**src/rtl/sort4_cmp_sequencer.sv**
```systemverilog
// sort4_cmp_sequencer: in-place bubble sort of a small register file using
// one shared magnitude comparator, one compare per clock. Entries are loaded
// through a write port, sorted on a start pulse, and read back through a
// combinational read port once the done pulse fires.
module sort4_cmp_sequencer #(
  parameter int WIDTH = 8,
  parameter int DEPTH = 4,
  parameter int IDX_W = 4
) (
  input  logic             clk,
  input  logic             rst_n,
  input  logic             wr_en,
  input  logic [IDX_W-1:0] wr_idx,
  input  logic [WIDTH-1:0] wr_data,
  input  logic             start,
  input  logic             descending,
  input  logic [IDX_W-1:0] rd_idx,
  output logic [WIDTH-1:0] rd_data,
  output logic             busy,
  output logic             done,
  output logic [7:0]       swap_count
);

  typedef enum logic [1:0] {
    ST_IDLE = 2'd0,
    ST_SORT = 2'd1,
    ST_DONE = 2'd2
  } state_t;

  // Highest pass number; a pass counter equal to this means the final pass.
  // It is also the last compare index of pass 0.
  localparam logic [IDX_W-1:0] LAST_PASS = IDX_W'(DEPTH - 2);

  state_t           state;
  state_t           next_state;
  logic [WIDTH-1:0] mem [DEPTH];
  logic [IDX_W-1:0] j;
  logic [IDX_W-1:0] j_plus1;
  logic [IDX_W-1:0] pass;
  logic             pass_swapped;
  logic             order;
  logic [WIDTH-1:0] op_a;
  logic [WIDTH-1:0] op_b;
  logic             do_swap;
  logic             last_j;
  logic             finish;

  assign j_plus1 = j + IDX_W'(1);
  assign last_j  = (j == (LAST_PASS - pass));

  // Fetch the adjacent pair mem[j], mem[j+1] that feeds the shared comparator.
  always_comb begin
    op_a = '0;
    op_b = '0;
    for (int i = 0; i < DEPTH; i++) begin
      if (IDX_W'(i) == j)       op_a = mem[i];
      if (IDX_W'(i) == j_plus1) op_b = mem[i];
    end
  end

  // Combinational read port; out-of-range indices read as zero.
  always_comb begin
    rd_data = '0;
    for (int i = 0; i < DEPTH; i++) begin
      if (IDX_W'(i) == rd_idx) rd_data = mem[i];
    end
  end

  // Next-state logic and swap decision. Equal operands never swap, which
  // keeps the sort stable. A pass ends the sort early when it saw no swap.
  always_comb begin
    next_state = state;
    do_swap    = 1'b0;
    finish     = 1'b0;
    case (state)
      ST_IDLE: begin
        if (start) next_state = ST_SORT;
      end
      ST_SORT: begin
        do_swap = order ? (op_a < op_b) : (op_a > op_b);
        if (last_j && ((!pass_swapped && !do_swap) || (pass == LAST_PASS))) begin
          finish     = 1'b1;
          next_state = ST_DONE;
        end
      end
      ST_DONE: begin
        next_state = ST_IDLE;
      end
      default: begin
        next_state = ST_IDLE;
      end
    endcase
  end

  // State register.
  always_ff @(posedge clk or negedge rst_n) begin
    if (!rst_n) state <= ST_IDLE;
    else        state <= next_state;
  end

  // Registered status flags, aligned with the state they describe.
  always_ff @(posedge clk or negedge rst_n) begin
    if (!rst_n) begin
      busy <= 1'b0;
      done <= 1'b0;
    end else begin
      busy <= (next_state == ST_SORT);
      done <= (next_state == ST_DONE);
    end
  end

  // Pass/index counters, per-pass swap flag, swap statistics and sort order.
  always_ff @(posedge clk or negedge rst_n) begin
    if (!rst_n) begin
      j            <= '0;
      pass         <= '0;
      pass_swapped <= 1'b0;
      swap_count   <= '0;
      order        <= 1'b0;
    end else begin
      case (state)
        ST_IDLE: begin
          if (start) begin
            j            <= '0;
            pass         <= '0;
            pass_swapped <= 1'b0;
            swap_count   <= '0;
            order        <= descending;
          end
        end
        ST_SORT: begin
          if (do_swap) begin
            pass_swapped <= 1'b1;
            if (swap_count != 8'hFF) swap_count <= swap_count + 8'd1;
          end
          if (last_j) begin
            if (!finish) begin
              pass         <= pass + IDX_W'(1);
              j            <= '0;
              pass_swapped <= 1'b0;
            end
          end else begin
            j <= j_plus1;
          end
        end
        default: begin
        end
      endcase
    end
  end

  // Register file: host writes only in IDLE, the sequencer owns it in SORT.
  always_ff @(posedge clk or negedge rst_n) begin
    if (!rst_n) begin
      for (int i = 0; i < DEPTH; i++) mem[i] <= '0;
    end else if (state == ST_IDLE) begin
      if (wr_en) begin
        for (int i = 0; i < DEPTH; i++) begin
          if (IDX_W'(i) == wr_idx) mem[i] <= wr_data;
        end
      end
    end else if (state == ST_SORT) begin
      if (do_swap) begin
        for (int i = 0; i < DEPTH; i++) begin
          if (IDX_W'(i) == j)       mem[i] <= op_b;
          if (IDX_W'(i) == j_plus1) mem[i] <= op_a;
        end
      end
    end
  end

endmodule

```
**config.mk**
```make
export PLATFORM = sky130hd
export DESIGN_NAME = sort4_cmp_sequencer
export DESIGN_NICKNAME = d
export VERILOG_FILES = /design/src/rtl/sort4_cmp_sequencer.sv
export SDC_FILE = /design/constraint.sdc
export NUM_CORES = 1
export LEC_CHECK = 0
export CAP_MARGIN = 25
export CORE_MARGIN = 10
export CORE_UTILIZATION = 50
export CTS_CLUSTER_DIAMETER = 60
export DETAILED_ROUTE_END_ITERATION = 16
export GPL_TIMING_DRIVEN = 0
export PLACE_DENSITY = 0.73
export SLEW_MARGIN = 20
export SYNTH_ARGS = -nofsm -noshare
export SYNTH_HDL_FRONTEND = slang
export SYNTH_SLANG_ARGS = --single-unit
```
**constraint.sdc**
```tcl
create_clock -name clk -period 4.1 [get_ports clk]
set_input_delay 0.615 -clock clk [delete_from_list [all_inputs] [get_ports clk]]
set_output_delay 0.615 -clock clk [all_outputs]
set_load 0.03 [all_outputs]
```
**Word level (Yosys, flattened, before mapping)**

Cells that the tools add are included.

- Bits in registers: 54
- Latch bits: 0
- Bits in writable memories: 0
- ROM bits: 0
- Input bits: 21
- Output and inout bits: 18
- Memories kept: 0

- $add $sub $neg: 4
- Multiply operators: 0
- Divide/modulo/power cells: 0
- $lt $le $gt $ge: 2
- Eq/ne operators: 29
- Shift-type cells: 0
- Mux-type cells: 51
- Bitwise operators: 0
- Reduce and logical (&&, ||, !) cells: 25

Operator list:

| cell | count |
|---|---|
| 8-bit two-way mux | 27 |
| 32-bit two-way mux | 4 |
| 2-bit by 4-bit equality test with 1-bit output (first input constant) | 8 |
| 4-bit two-way mux | 5 |
| 5-bit AND reduction | 4 |
| 1-bit by 4-bit equality test with 1-bit output (first input constant) | 4 |
| 4-bit logical NOT | 4 |
| 4-bit one-hot mux with 2 select lines | 2 |
| 8-bit one-hot mux with 2 select lines | 1 |
| 2-bit != test (second input constant) | 6 |
| 3-bit nonzero test | 4 |
| 4-bit by 1-bit adder with 4-bit output (second input constant) | 2 |
| 8-bit by 1-bit adder with 8-bit output (second input constant) | 1 |
| 8-bit > comparator | 1 |
| 8-bit < comparator | 1 |
| 1-bit two-way mux | 8 |
| 2-bit by 1-bit != test with 1-bit output (second input constant) | 4 |
| 8-bit != test (second input constant) | 1 |
| 4-bit AND reduction | 2 |
| 2-bit by 1-bit equality test with 1-bit output (second input constant) | 2 |
| 4-bit by 2-bit equality test with 1-bit output (second input constant) | 1 |
| 4-bit equality test | 1 |
| 2-bit two-way mux | 2 |
| 2-bit one-hot mux with 2 select lines | 1 |
| other kinds (11) | 15 |

**Depth between registers and ports, before layout**

- Depth after elaboration: 17
- Mapped depth: 16
- Depth with buffers taken out: 14

**Worst setup path before layout**

OpenSTA, ideal clock, no wires.

- Kind: register to register
- From: register j[0]
- To: register mem[0] (netlist bit)
- Arrival time: 4.032 ns
- Data required time: 3.975 ns
- Path slack: -0.056 ns
- Cell stages (with the launch flop): 16
- Buffers on the path: 2
- Cells stage by stage: dfrtp_1 -> inv_1 -> ha_1 -> clkbuf_1 -> clkbuf_1 -> a21oi_1 -> a221oi_1 -> a21oi_1 -> or2_2 -> ha_1 -> nand4_1 -> or3b_1 -> a21oi_4 -> a2111oi_4 -> nor4_4 -> mux2_2

- Longest elaborated chain between the ends: 11
- Elaborated cells on any way between the ends: 29
- Classes of those cells: add/sub: 1; order compare: 2; eq/ne: 6; mux: 15; reduce/logical: 5

RTL lines:

| what | RTL line | RTL |
|---|---|---|
| start, declared | 37 | `logic [IDX_W-1:0] j;` |
| start signal, assigned | 143 | `j <= j_plus1;` |
| 4-bit by 1-bit adder with 4-bit output | 48 | `assign j_plus1 = j + IDX_W'(1);` |
| 4-bit logical NOT | 57 | `if (IDX_W'(i) == j_plus1) op_b = mem[i];` |
| 8-bit two-way mux (4 in a row) | 57 |  |
| 8-bit > comparator, or another cell as far along | 80 | `do_swap = order ? (op_a < op_b) : (op_a > op_b);` |
| 1-bit two-way mux or 8-bit two-way mux (tied branches) | 80, 166 |  |
| 1-bit two-way mux or 32-bit two-way mux (tied branches) | 75, 163 |  |
| 2-bit nonzero test (no line) or 32-bit two-way mux (tied branches) | -- |  |
| 5-bit AND reduction (no line) or 32-bit two-way mux (tied branches) | -- |  |
| end signal, assigned by index | 159 | `if (IDX_W'(i) == wr_idx) mem[i] <= wr_data;` |
| end signal, assigned by index | 165 | `if (IDX_W'(i) == j) mem[i] <= op_b;` |
| end signal, assigned by index | 166 | `if (IDX_W'(i) == j_plus1) mem[i] <= op_a;` |
| end, declared | 36 | `logic [WIDTH-1:0] mem [DEPTH];` |

Parallel ways exist; a longest one is shown, timed or not. The select of a mux whose other input is x is not followed.
A chain may end at the register's enable or synchronous reset.

**Worst setup path in the final report**

- From: register j[0]
- To: register mem[15] (netlist bit)

The elaborated chain is that of the path after synthesis.

==> impl_metrics.csv <==
group,metric,value,unit
status,outcome,"completed",
sta,fin_crit,4030,ps
worst_setup_path,crit_required,4320,ps
worst_setup_path,path_max_fanout,10,
detailed_routing,met3WireLength,1660,um
clocking,cts.sinks,54,
detailed_routing,vias_per_cell,6.85,
sta,worstMarginPinSlew,821,ps
synthesis,seq_area_frac_synth,30.6,%
clocking,cts_tree,"done",
detailed_routing,drtIter0Drc,578,
worst_setup_path,worstSetupPathType,"reg2reg",
global_routing,overflow,0,
detailed_routing,vias,4746,
synthesis,synth_nets,556,
placement,numPortBuffers,38,
clocking,root_buffer,"clkbuf_8",
synthesis,async_flop_share,100,%
global_routing,antenna_found_initial,0,
synthesis,synth.avg_cell_area,8.55,um2
placement,placed_cell_area,4960,um2
floorplan,core_area,8680,um2
clocking,htree_levels,2,
synthesis,synth_cell_types,71,
clocking,clock_path_buffers,2,
detailed_routing,wire_per_inst,23.2,um
detailed_routing,ant_nets,0,
sta,relSlewSlack,45.0,%
detailed_routing,highest_layer,"met4",
floorplan,initial_core_util,50.9,%
synthesis,syn-cell-area,4410,um2
final_layout,fin_nets,624,
detailed_routing,dr_wl_met2,7470,um
final_layout,drive_gt1_share,21.9,%
floorplan,io_pins,39,
worst_setup_path,startpoint_type,"flip-flop",
synthesis,syn_inst,516,
sta,setup_viol,0,
global_routing,grt_pass1_wl,24700,um
placement,dpl.hpwl,11200,um
sta,fmax,248,MHz
detailed_routing,routed_wl,16100,um
sta,final_max_slew_viol_count,0,
synthesis,synth_edf_count,0,
floorplan,rows,34,
clocking,cts_buffers,5,
final_layout,area_growth,24.8,%
global_routing,track_usage,23.6,%
worst_setup_path,end_kind,"flip-flop",
worst_setup_path,crit_arrival,4250,ps
synthesis,yosys_warnings,0,
sta,finalCritPeriodShare,98.3,%
hold_path,hold_path.class,"in2async",
global_routing,grt_pass1_vias,4629,
placement,place_congestion,1.01,
clocking,cts.clk_slew.worst_paths,110,ps
synthesis,ys.flop_type,"dfrtp_1",
final_layout,fin_area,5510,um2
clocking,clk_latency,320,ps
detailed_routing,wl_met1,6410,um
sta,hold_viol,0,
detailed_routing,drc,0,
sta,fin_skew,14.2,ps
floorplan,die_h,114,um
floorplan,dieArea,13000,um2
detailed_routing,drt-pass1-iter-count,5,
synthesis,ys_ff_latch,54,
floorplan,fp.dieW,114,um
final_layout,antenna_cells,0,
final_layout,utilization,63.5,%
flow_run,drv_cap,0,
global_routing,grt_max_degree,55,
==> synth_stat cells (3+ instances only) <==
cell,number,area share (%)
nand3b_1,8,1.4
nor2b_1,11,1.6
a21oi_1,30,3.4
xnor2_1,5,0.99
o21ai_1,3,0.34
a221o_1,8,1.8
ha_1,19,5.4
mux2_2,16,4.1
clkbuf_1,17,1.4
nor3b_1,4,0.68
and3b_1,3,0.60
nand2b_1,7,0.99
a211oi_1,4,0.68
o221ai_1,7,1.4
a31oi_1,14,2.0
or3_1,3,0.43
o31ai_1,6,1.0
o21ai_0,25,2.8
nor2_1,48,4.1
and2_1,9,1.3
nand3_1,6,0.68
a32o_1,14,3.2
a22o_1,5,0.99
nand2_1,55,4.7
buf_2,4,0.45
or4_1,5,0.85
dfrtp_1,54,31
nor3_1,8,0.91
o22ai_1,10,1.4
nand4_1,6,0.85
inv_1,17,1.4
a22oi_1,12,2.0
o32a_1,4,0.91
or2_2,7,0.99
a221oi_1,14,2.8
buf_1,4,0.34
==> critical path, stage by stage, from the launching register on <==
cell	delay, ps
dfrtp_2	470
ha_1	220
buf_6	160
nor2b_4	360
a221oi_1	160
nor3_1	490
ha_1	230
nand4_1	180
or3b_4	430
a21oi_4	180
buf_4	150
a211oi_4	60
o32ai_4	440
mux2_2	390
==> sequential cells by signal (all words and copies together), names as in the netlist <==
| signal | flops |
|---|---|
| busy | 1 |
| pass_swapped | 1 |
| state | 2 |
| mem | 32 |
| done | 1 |
| order | 1 |
| pass | 4 |
| swap_count | 8 |
| j | 4 |
==> cell usage in the layout (no fill, tap or decap), types with 10 or more instances in the layout <==
cell type / synthesis / layout
nand2_1: 55 / 55
dfrtp_1: 54 / 52
nor2_1: 48 / 47
clkdlybuf4s50_1: 0 / 37
buf_4: 0 / 28
a21oi_1: 30 / 25
o21ai_0: 25 / 24
mux2_2: 16 / 16
inv_1: 17 / 15
a31oi_1: 14 / 14
a32o_1: 14 / 14
ha_1: 19 / 13
nor2b_1: 11 / 10
o22ai_1: 10 / 10
a22oi_1: 12 / 10
==> repair_timing <==
item | CTS | global route
pin swaps | 4 | 16
resized for setup | 48 | 35
setup endpoints to repair | 53 | 51
cloned | 0 | 1
hold buffers | 0 | 0
setup buffers | 10 | 12
==> per-stage QoR <==
step	setup TNS, ps	setup slack (ps)	hold slack (ps)	cells
6_report	0	69.0	309	693
3_3_place_gp	-50600	-1110	518	662
5_1_grt	-367	-44.9	388	693
2_1_floorplan	0	24.3	319	516
3_5_place_dp	-53140	-1170	525	664
4_1_cts	-0.448	-0.448	370	682
==> final cells by class <==
class / instances / area (um2)
fill: 762 / 3170
multi-input combinational: 420 / 3160
sequential: 54 / 1350
timing repair buffer: 63 / 566
buffer: 23 / 138
tap: 108 / 135
clock buffer: 5 / 68.8
inverter: 17 / 66.3
clock inverter: 3 / 25.0
==> path summary, 6_finish.rpt <==
kind | start | to | slack [ps] | cells past startpoint
max | j[0]$_DFFE_PN0P_ | mem[15]$_DFFE_PN0P_ | 70 | 13
min | rst_n | mem[3]$_DFFE_PN0P_ | 310 | 1
max reg2reg | j[0]$_DFFE_PN0P_ | mem[15]$_DFFE_PN0P_ | 70 | 13
min reg2reg | mem[14]$_DFFE_PN0P_ | mem[14]$_DFFE_PN0P_ | 560 | 1
max in group asynchronous | rst_n | mem[30]$_DFFE_PN0P_ | 3240 | 1
min in group clk | mem[14]$_DFFE_PN0P_ | mem[14]$_DFFE_PN0P_ | 560 | 1
==> cells by family after synthesis <==
logic type      Yosys count  share of synthesized area (%)
compound gates          183                           31.4
xor+xnor                  7                           1.70
fa+ha+maj                19                           5.39
buf+inv                  42                           3.68
flops                    54                           30.6
mux                      18                           4.54
simple gates            193                           22.7
==> per-layer routing <==
metal | track usage (%) | up-vias
li1 | - | 2126
met1 | 31.1 | 2284
met2 | 37.8 | 291
met3 | 3.83 | 45
met4 | 9.27 | 0
met5 | 0 | -
Power is not shown: default switching activity piles up to over one toggle a cycle in this logic, so the estimate is an artifact.
